==> src/rtl/pad_slice8_dir_ctrl.sv <==
// -----------------------------------------------------------------------------
// pad_slice8_dir_ctrl
//   Direction/drive sequencer for one 8-pad slice: 4 input-only pads and
//   4 bidirectional pads. The bidir pads are the ones whose bit is set in
//   BidirMask.
//   One-pad commands arrive over a valid/ready handshake. The block sequences
//   out/oe/ie per pad with break-before-make turnaround: oe and ie are never
//   both high on a pad. It also returns a synchronized, glitch-filtered copy
//   of the pad inputs to the core, together with a per-pad change pulse.
//
// Optional feature macro: PAD_SLICE8_LOCK_EN
//   When defined, this macro adds lock_i[7:0]. A command to a locked pad is
//   accepted, has no effect, and pulses cmd_err_o. lock_i is sampled at
//   accept only.
//
// Ports
//   clk_i        clock
//   rst_ni       asynchronous reset, active low
//   cmd_valid_i  command valid
//   cmd_ready_o  high only while idle; a command is taken on valid & ready
//   cmd_pad_i    target pad index
//   cmd_oe_i     1 = output mode, 0 = input mode
//   cmd_out_i    drive value (used when cmd_oe_i = 1)
//   cmd_err_o    1-cycle pulse: the accepted command was rejected
//   lock_i       per-pad command lock (PAD_SLICE8_LOCK_EN only)
//   out_o        per-pad drive value      -> slice out_i
//   oe_o         per-pad output enable    -> slice oe_i
//   ie_o         per-pad input enable     -> slice ie_i
//   in_raw_i     raw pad input, asynchronous <- slice in_raw_o
//   in_filt_o    synchronized, filtered pad input
//   in_chg_o     1-cycle pulse per pad when in_filt_o changes
// -----------------------------------------------------------------------------
module pad_slice8_dir_ctrl #(
  parameter logic [7:0]  BidirMask  = 8'h0F,
  parameter int unsigned TurnCycles = 2,   // 1..15
  parameter int unsigned FiltCycles = 4    // 1..15
) (
  input  logic       clk_i,
  input  logic       rst_ni,
  input  logic       cmd_valid_i,
  output logic       cmd_ready_o,
  input  logic [2:0] cmd_pad_i,
  input  logic       cmd_oe_i,
  input  logic       cmd_out_i,
  output logic       cmd_err_o,
`ifdef PAD_SLICE8_LOCK_EN
  input  logic [7:0] lock_i,
`endif
  output logic [7:0] out_o,
  output logic [7:0] oe_o,
  output logic [7:0] ie_o,
  input  logic [7:0] in_raw_i,
  output logic [7:0] in_filt_o,
  output logic [7:0] in_chg_o
);

  typedef enum logic [1:0] {
    IDLE  = 2'd0,
    SETUP = 2'd1,
    TURN  = 2'd2
  } state_t;

  localparam logic [3:0] TurnLoad = 4'(TurnCycles);
  localparam logic [3:0] FiltLast = 4'(FiltCycles - 1);

  // ---------------------------------------------------------------------------
  // Direction sequencer
  // ---------------------------------------------------------------------------
  state_t     state_q, state_d;
  logic [2:0] pad_q, pad_d;      // pad being sequenced in SETUP/TURN
  logic [3:0] cnt_q, cnt_d;      // turnaround countdown
  logic [7:0] out_q, out_d;
  logic [7:0] oe_q, oe_d;
  logic [7:0] ie_q, ie_d;
  logic       err_q, err_d;
  logic       accept;
  logic       locked;

  assign cmd_ready_o = (state_q == IDLE);
  assign accept      = cmd_valid_i & cmd_ready_o;

`ifdef PAD_SLICE8_LOCK_EN
  assign locked = lock_i[cmd_pad_i];
`else
  assign locked = 1'b0;
`endif

  always_comb begin
    // NOTE: every signal written here gets a default first. A path that
    // leaves a signal unassigned would infer a latch.
    state_d = state_q;
    pad_d   = pad_q;
    cnt_d   = cnt_q;
    out_d   = out_q;
    oe_d    = oe_q;
    ie_d    = ie_q;
    err_d   = 1'b0;

    unique case (state_q)
      IDLE: begin
        if (accept) begin
          if (locked || (cmd_oe_i && !BidirMask[cmd_pad_i])) begin
            err_d = 1'b1;
          end else if (cmd_oe_i && oe_q[cmd_pad_i]) begin
            // Pad is already driving: update the value in place.
            out_d[cmd_pad_i] = cmd_out_i;
          end else if (cmd_oe_i) begin
            // Input -> output: drop ie and settle out one cycle before oe.
            ie_d[cmd_pad_i]  = 1'b0;
            out_d[cmd_pad_i] = cmd_out_i;
            pad_d            = cmd_pad_i;
            state_d          = SETUP;
          end else if (oe_q[cmd_pad_i]) begin
            // Output -> input: drop oe, keep ie low for TurnCycles cycles.
            oe_d[cmd_pad_i] = 1'b0;
            cnt_d           = TurnLoad;
            pad_d           = cmd_pad_i;
            state_d         = TURN;
          end
          // Input request to a pad that is already an input: no-op.
        end
      end

      SETUP: begin
        oe_d[pad_q] = 1'b1;
        state_d     = IDLE;
      end

      TURN: begin
        if (cnt_q <= 4'd1) begin
          ie_d[pad_q] = 1'b1;
          cnt_d       = 4'd0;
          state_d     = IDLE;
        end else begin
          cnt_d = cnt_q - 4'd1;
        end
      end

      default: state_d = IDLE;
    endcase
  end

  always_ff @(posedge clk_i or negedge rst_ni) begin
    if (!rst_ni) begin
      // NOTE: sequential state always uses non-blocking (<=) assignments, so
      // every register samples values from before the clock edge.
      state_q <= IDLE;
      pad_q   <= 3'd0;
      cnt_q   <= 4'd0;
      out_q   <= 8'h00;
      oe_q    <= 8'h00;
      ie_q    <= 8'hFF;
      err_q   <= 1'b0;
    end else begin
      state_q <= state_d;
      pad_q   <= pad_d;
      cnt_q   <= cnt_d;
      out_q   <= out_d;
      oe_q    <= oe_d;
      ie_q    <= ie_d;
      err_q   <= err_d;
    end
  end

  assign out_o     = out_q;
  assign oe_o      = oe_q;
  assign ie_o      = ie_q;
  assign cmd_err_o = err_q;

  // ---------------------------------------------------------------------------
  // Input path: 2-FF synchronizer, then a per-pad stability filter
  // ---------------------------------------------------------------------------
  logic [7:0]      sync1_q, sync_q;
  logic [7:0]      filt_q, chg_q;
  logic [7:0][3:0] fcnt_q;

  always_ff @(posedge clk_i or negedge rst_ni) begin
    if (!rst_ni) begin
      sync1_q <= 8'h00;
      sync_q  <= 8'h00;
    end else begin
      sync1_q <= in_raw_i;
      sync_q  <= sync1_q;
    end
  end

  always_ff @(posedge clk_i or negedge rst_ni) begin
    if (!rst_ni) begin
      // NOTE: the filter counters are few and feed control decisions, so the
      // whole array is reset rather than left to power-up values.
      filt_q <= 8'h00;
      chg_q  <= 8'h00;
      fcnt_q <= '0;
    end else begin
      for (int k = 0; k < 8; k++) begin
        chg_q[k] <= 1'b0;
        if (!ie_q[k] || (sync_q[k] == filt_q[k])) begin
          // Disabled pads hold their filtered value; agreement restarts the count.
          fcnt_q[k] <= 4'd0;
        end else if (fcnt_q[k] >= FiltLast) begin
          // This sample is the FiltCycles-th consecutive disagreement.
          filt_q[k] <= sync_q[k];
          chg_q[k]  <= 1'b1;
          fcnt_q[k] <= 4'd0;
        end else begin
          fcnt_q[k] <= fcnt_q[k] + 4'd1;
        end
      end
    end
  end

  assign in_filt_o = filt_q;
  assign in_chg_o  = chg_q;

endmodule

==> config.mk <==
export PLATFORM = sky130hd
export DESIGN_NAME = pad_slice8_dir_ctrl
export DESIGN_NICKNAME = d
export VERILOG_FILES = /design/src/rtl/pad_slice8_dir_ctrl.sv
export SDC_FILE = /design/constraint.sdc
export NUM_CORES = 1
export LEC_CHECK = 0
export BUFFER_PORTS_ARGS = -buffer_cell sky130_fd_sc_hd__buf_2
export CAP_MARGIN = 25
export CORE_UTILIZATION = 50
export DETAILED_ROUTE_END_ITERATION = 12
export PLACE_DENSITY = 0.69
export SKIP_LAST_GASP = 1
export SYNTH_ARGS = -nofsm -noshare
export SYNTH_HDL_FRONTEND = slang
export SYNTH_SLANG_ARGS = --single-unit
==> constraint.sdc <==
create_clock -name clk_i -period 4.3 [get_ports clk_i]
set_input_delay 0.215 -clock clk_i [delete_from_list [all_inputs] [get_ports clk_i]]
set_output_delay 0.215 -clock clk_i [all_outputs]
set_load 0.01 [all_outputs]
==> results of run 1 <==
==> stage by stage <==
stage	utilization, %	power [uW]
final	62.5	2670
after global routing	62.5	2840
after detailed placement	58.4	2050
after global placement	58.4	2040
after floorplan	-	1800
after CTS	62.5	2690
==> sequential cells by signal (all words and copies together) (netlist names) <==
register	count
cmd_err_o	1
cnt_q	4
fcnt_q	32
ie_o	8
in_chg_o	8
in_filt_o	8
oe_o	8
out_o	8
pad_q	3
state_q	2
sync1_q	8
sync_q	8
==> cells in the mapped netlist (all sizes together), types with 3 or more instances <==
library cell,instances,share of area [%]
a31oi,4,0.80
dfrtp,90,58
xor2,8,1.8
nand4,7,1.1
dfstp,8,5.4
o2bb2ai,3,0.67
mux2,12,3.5
a21oi,3,0.77
and2,7,1.2
and3,8,1.3
nand2,16,1.5
mux2i,4,1.1
o21ai,8,1.0
ha,10,3.2
nor2b,7,1.2
nand3,10,1.3
inv,15,1.4
clkbuf,5,0.48
nor3,12,1.5
a311oi,3,0.83
buf,6,1.1
nor2,25,2.5
nand2b,3,0.48
==> critical path, cell delays in order (launching register included) <==
cell and delay [ns]:
dfrtp_1 0.59, or4b_4 0.61, a21oi_4 0.18, nand3_1 0.09, o22a_1 0.22
==> cells by family after synthesis <==
family	after synthesis
and+or+nand+nor	104
DFF	98
AOI/OAI and AO/OA	44
buffers and inverters	26
muxes	16
adders and majority gates	10
xor gates and xnor gates	8
other	1
==> power by group <==
group	internal (uW)	switching, uW	total (uW)
clock	284	343	627
sequential	1120	175	1300
combinational	339	405	744
==> worst min path at each step <==
stage | from | end | slack [ns] | depth (start not counted)
detailed placement | rst_ni | in_chg_o[6]$_DFF_PN0_ | 0.26 | 1
floorplan | rst_ni | cmd_err_o$_DFF_PN0_ | -0.08 | 0
CTS | cmd_out_i | out_o[3]$_DFFE_PN0P_ | 0.13 | 2
global placement | rst_ni | fcnt_q[24]$_DFF_PN0_ | 0.26 | 1
global route | cmd_out_i | out_o[3]$_DFFE_PN0P_ | 0.14 | 2
finish | cmd_out_i | out_o[0]$_DFFE_PN0P_ | 0.15 | 2
==> routing by layer <==
metal,vias up,wire [um],global-route usage [%]
li1,1227,-,-
met1,1239,3380,26.3
met2,75,3170,28.7
met3,4,355,3.62
met4,0,39,7.12
met5,-,0,0
==> cell type report <==
type                       instances  area, um2  area share (%)
clock buffer                       9        124            2.67
inverter                          15       56.3            1.22
tap                               99        124            2.67
sequential                        98       2460            53.1
timing repair buffer              67        385            8.32
multi-input combinational        198       1390            30.0
clock inverter                     7       91.3            1.97
==> timing repair <==
action	4_1_cts	5_1_grt
endpoints found under the hold margin	52	0
hold buffers	9	0
setup buffers	0	0
==> reports/qor.yml, run 1 <==
sta:
  worst_pin_slew_ns: 0.697
  finalSetupTns_ns: 0
  fin_hold_ws_ns: 0.150
  slew_viol_final: 0
  rsz0062_at_grt: "no"
  final-setup-viol-count: 0
  fin_crit_ns: 1.79
  fin_crit_sh_pct: 41.7
  finalHoldViolations: 0
  fmax_ghz: 0.558
  slew_headroom_pct: 53.5
  fin_skew_ns: 0.0133
  worst_slack_ns: 2.51
placement:
  place.gp.congestion: 0.832
  dp.cells: 468
  place_ws_ns: 2.44
  place.detailed.hpwl_mm: 4.86
  port_buffers: 57
  placed_area_um2: 4330
route:
  drtAntennaViolNets: 0
  wl_per_cell_um: 14.1
  drt_drc_violations_left: 0
  drt_iter0_drc: 174
  drtPass1Iterations: 4
  vias: 2545
  vias_per_cell: 5.16
  wirelength_mm: 6.95
setup_path:
  arrival_ns: 2.04
  worstSetupPathType: "register to register"
  worstSetupStartpoint: "state_q[1]$_DFFE_PN0P_"
  worstReg2RegStart: "state_q[1]$_DFFE_PN0P_"
  r2r_end: "oe_o[6]$_DFFE_PN0P_"
  setup.worst_path.end: "oe_o[6]$_DFFE_PN0P_"
  cp.required_ns: 4.55
  cp_max_fo: 15
  reg2reg_slack_ns: 2.51
  worstSetupEndpointType: "register"
  worst_setup_path_start_kind: "register"
  ff2ff_path_depth: 4
synth:
  synth_edf_count: 0
  synth_compound_area_share_pct: 9.79
  synth_top_family_by_area: "simple AND/OR/NAND/NOR gates"
  synth_seq_cells: 98
  synthMuxAreaShare_pct: 4.57
  syn_avg_cell_area_um2: 12.7
  synthAdderAreaFrac_pct: 3.20
  yosys.cell_types.count: 60
  synth_xor_area_share_pct: 1.79
  syn_area_um2: 3910
  async_flop_share_pct: 100
  yosys_warnings: 0
  ys_seq_area_share_pct: 62.9
  yosys.area_share.simple_pct: 14.6
  synthCells: 307
  synthFlopType: "dfrtp_1"
floorplan:
  fp.dieArea_um2: 8180
  die_w_um: 90.5
  row_count: 31
  initial_core_util_pct: 52.8
  core_um2: 7410
  die_h_um: 90.5
  io_pins: 58
finish:
  nFillCells: 627
  stdcell_count: 493
  final_common_cell: "dfrtp_1"
  most-common-layout-cells: "dfrtp_1 (90), buf_2 (56), nor2_1 (24)"
  antennaDiodeCount: 0
  synthToLayoutAreaGrowth_pct: 18.4
  nets: 415
  final_layout_size_suffix_gt1_share_pct: 28.2
  fin_area_um2: 4630
grt:
  grt_pass1_vias: 2543
  antenna_found_initial: 0
  grt-ovfl-total: 0
  grt_use_total_pct: 18.7
  grt_max_degree: 52
  grt_pass1_wl_mm: 12.1
worst_hold_path:
  min_path_type: "primary input to register"
power_and_ir_drop:
  pwr_density_cell_nw_per_um2: 576
  ir_drop_uv: 298
  p_leak_uw: 0.00229
clock_tree:
  ctsHtreeMaxLevel: 3
  cts_tree: "built"
  cts.repair.resized: 0
  clock_latency_ns: 0.36
  clkSinkCount: 98
  cts_buffers: 9
  cts-root-buf: "clkbuf_8"
  clk_pin_slew_ns: 0.10
  clock_path_buffers: 2
flow_run:
  max_cap_violations: 0
run_status:
  status: "finished, final reports clean"
Note: power is estimated with default switching activity, not from simulation.
==> inputs of run 2 (changes only) <==
--- a/config.mk
+++ b/config.mk
@@ -9,7 +9,7 @@
 export CAP_MARGIN = 25
 export CORE_UTILIZATION = 50
 export DETAILED_ROUTE_END_ITERATION = 12
-export PLACE_DENSITY = 0.69
+export PLACE_DENSITY = 0.72
 export SKIP_LAST_GASP = 1
 export SYNTH_ARGS = -nofsm -noshare
 export SYNTH_HDL_FRONTEND = slang
==> constraint.sdc (replaced) <==
create_clock -name clk_i -period 1.45 [get_ports clk_i]
set_input_delay 0.0725 -clock clk_i [delete_from_list [all_inputs] [get_ports clk_i]]
set_output_delay 0.0725 -clock clk_i [all_outputs]
set_load 0.01 [all_outputs]
==> run 2 against run 1 <==
The flow now finishes with violations (negative setup slack). Worst setup slack got worse by 2.6 ns. Sequential share of layout area decreased by 5.3 points. Via count increased by 9.2%. Register-to-register slack got worse by 2.6 ns. Clock power increased to 2.7 times the previous value. Non-clock buffer count increased by 43. Hold slack got worse by 0.078 ns. Clock skew decreased by 0.0068 ns. Cell count increased by 8.7%. Utilization increased by 6.9 points. Critical path depth increased by 1. Largest cell class unchanged.
==> reports/qor.yml, run 2 (synthesized netlist as in run 1, its figures left out) <==
finish:
  largest-register: "fcnt_q"
  synthToLayoutAreaGrowth_pct: 31.5
  stdcell_count: 536
  nets: 458
  antennaDiodeCount: 0
  final_layout_size_suffix_gt1_share_pct: 39.8
  largest_reg_flops: 32
  fin_area_um2: 5140
  nFillCells: 523
  final_core_util_pct: 69.4
  most-common-layout-cells: "dfrtp_1 (90), buf_2 (55), buf_4 (37)"
  final_common_cell: "dfrtp_1"
  multiInputGateArea_um2: 1540
  seq_area_um2: 2460
sta:
  finalHoldViolations: 0
  fin_crit_ns: 1.58
  fmax_ghz: 0.633
  fin_skew_ns: 0.00656
  finalSetupTns_ns: -0.978
  slew_viol_final: 0
  rsz0062_at_grt: "yes"
  worst_slack_ns: -0.129
  final-setup-viol-count: 17
  fin_crit_sh_pct: 109
floorplan:
  row_count: 31
  die_w_um: 90.5
  io_pins: 58
  core_um2: 7410
  fp.dieArea_um2: 8180
  initial_core_util_pct: 52.8
  die_h_um: 90.5
grt:
  grt_pass1_vias: 2847
  grt-ovfl-total: 0
  antenna_found_initial: 0
  grt_max_degree: 38
  grt_pass1_wl_mm: 13.2
  grt_use_total_pct: 20.8
clock_tree:
  clock_path_buffers: 2
  cts-root-buf: "clkbuf_8"
  clk_pin_slew_ns: 0.10
  clock_latency_ns: 0.36
  cts_buffers: 9
  cts_tree: "built"
  clkSinkCount: 98
  ctsHtreeMaxLevel: 3
setup_path:
  cp_max_fo: 5
  worstSetupEndpointType: "register"
  worst_setup_path_start_kind: "register"
  worstSetupPathType: "register to register"
  cp.required_ns: 1.71
  arrival_ns: 1.84
power_and_ir_drop:
  ir_drop_uv: 1330
  finalPower_uw: 8810
  p_int_uw: 5690
  comb_power_share_pct: 37.3
  pwr-share-seq_pct: 43.3
  p_leak_uw: 0.00254
  pwr_density_cell_nw_per_um2: 1710
  switching_power_uw: 3130
  p_clk_share_pct: 19.5
  swShare_pct: 35.5
route:
  drt_iter0_drc: 219
  drtAntennaViolNets: 0
  wirelength_mm: 7.95
  vias: 2780
  wl_per_cell_um: 14.8
  vias_per_cell: 5.19
  drt_drc_violations_left: 0
  drtPass1Iterations: 4
placement:
  dp.cells: 498
  placed_area_um2: 4580
  port_buffers: 57
  place.detailed.hpwl_mm: 5.40
  place.gp.congestion: 0.880
run_status:
  violations: "negative setup slack"
  status: "finished with violations"
worst_hold_path:
  min_path_type: "primary input to register"
flow_run:
  max_cap_violations: 0
==> run 2: cell count changes in the layout (fill, tap and decap cells not counted), sizes merged <==
cell / delta
dlygate4sd3: +1
clkinvlp: +1
inv: -1
bufinv: -1
buf: +42
clkbuf: +1
==> run 2: area by class of cell <==
type	count	share of cell area [%]
multi-input combinational	198	29.9
sequential	98	47.9
tap	99	2.41
inverter	15	1.09
clock buffer	10	2.68
timing repair buffer	110	15.0
clock inverter	6	1.12
==> run 2: repair_timing <==
item,in CTS,in global routing
endpoints found under the hold margin,44,0
setup endpoints to repair,19,30
gates resized for setup,15,30
setup buffers,6,6
pin swaps,12,18
hold buffers,10,0
==> run 2: path summary, 6_finish.rpt <==
check | startpoint | endpoint | slack (ns) | cells after the start
worst min-delay path | cmd_valid_i | cmd_err_o$_DFF_PN0_ | 0.07 | 2
worst max-delay path | state_q[0]$_DFFE_PN0P_ | oe_o[0]$_DFFE_PN0P_ | -0.13 | 5
max in group asynchronous | rst_ni | ie_o[0]$_DFFE_PN1P_ | 0.68 | 3
worst min register to register | sync1_q[0]$_DFF_PN0_ | sync_q[0]$_DFF_PN0_ | 0.36 | 0
min in group asynchronous | rst_ni | fcnt_q[25]$_DFF_PN0_ | 0.18 | 2
worst max register to register | state_q[0]$_DFFE_PN0P_ | oe_o[0]$_DFFE_PN0P_ | -0.13 | 5
==> run 2: power by group through the flow <==
stage          Clock, uW  Sequential, uW  Combinational, uW
2_1_floorplan          0            3950               1400
5_1_grt             1860            3910               3550
3_5_place_dp           0            3820               2750
3_3_place_gp           0            3800               2680
4_1_cts             1770            3790               2890
6_report            1720            3810               3280
==> run 2: critical path, stage by stage (launching register included) <==
cell	delay, ns
dfrtp_1	0.41
or4b_4	0.56
a21oi_4	0.17
buf_4	0.14
nand3_2	0.07
o2bb2ai_1	0.12
==> run 2: metal layers <==
metal / vias up / GRT usage [%] / share of wire [%]
met4: 0 / 9.01 / 2.3
met1: 1361 / 26.7 / 43
li1: 1303 / - / -
met3: 18 / 4.12 / 5.1
met2: 98 / 34.2 / 49
met5: - / 0 / 0
==> run 2: through the flow <==
step / worst slack (ns) / hold WS, ns
after floorplan: -0.0553 / -0.223
after global placement: -0.0866 / 0.0422
after detailed placement: -0.125 / 0.0441
after CTS: -0.105 / 0.0494
after global routing: -0.182 / 0.0455
final: -0.129 / 0.0719
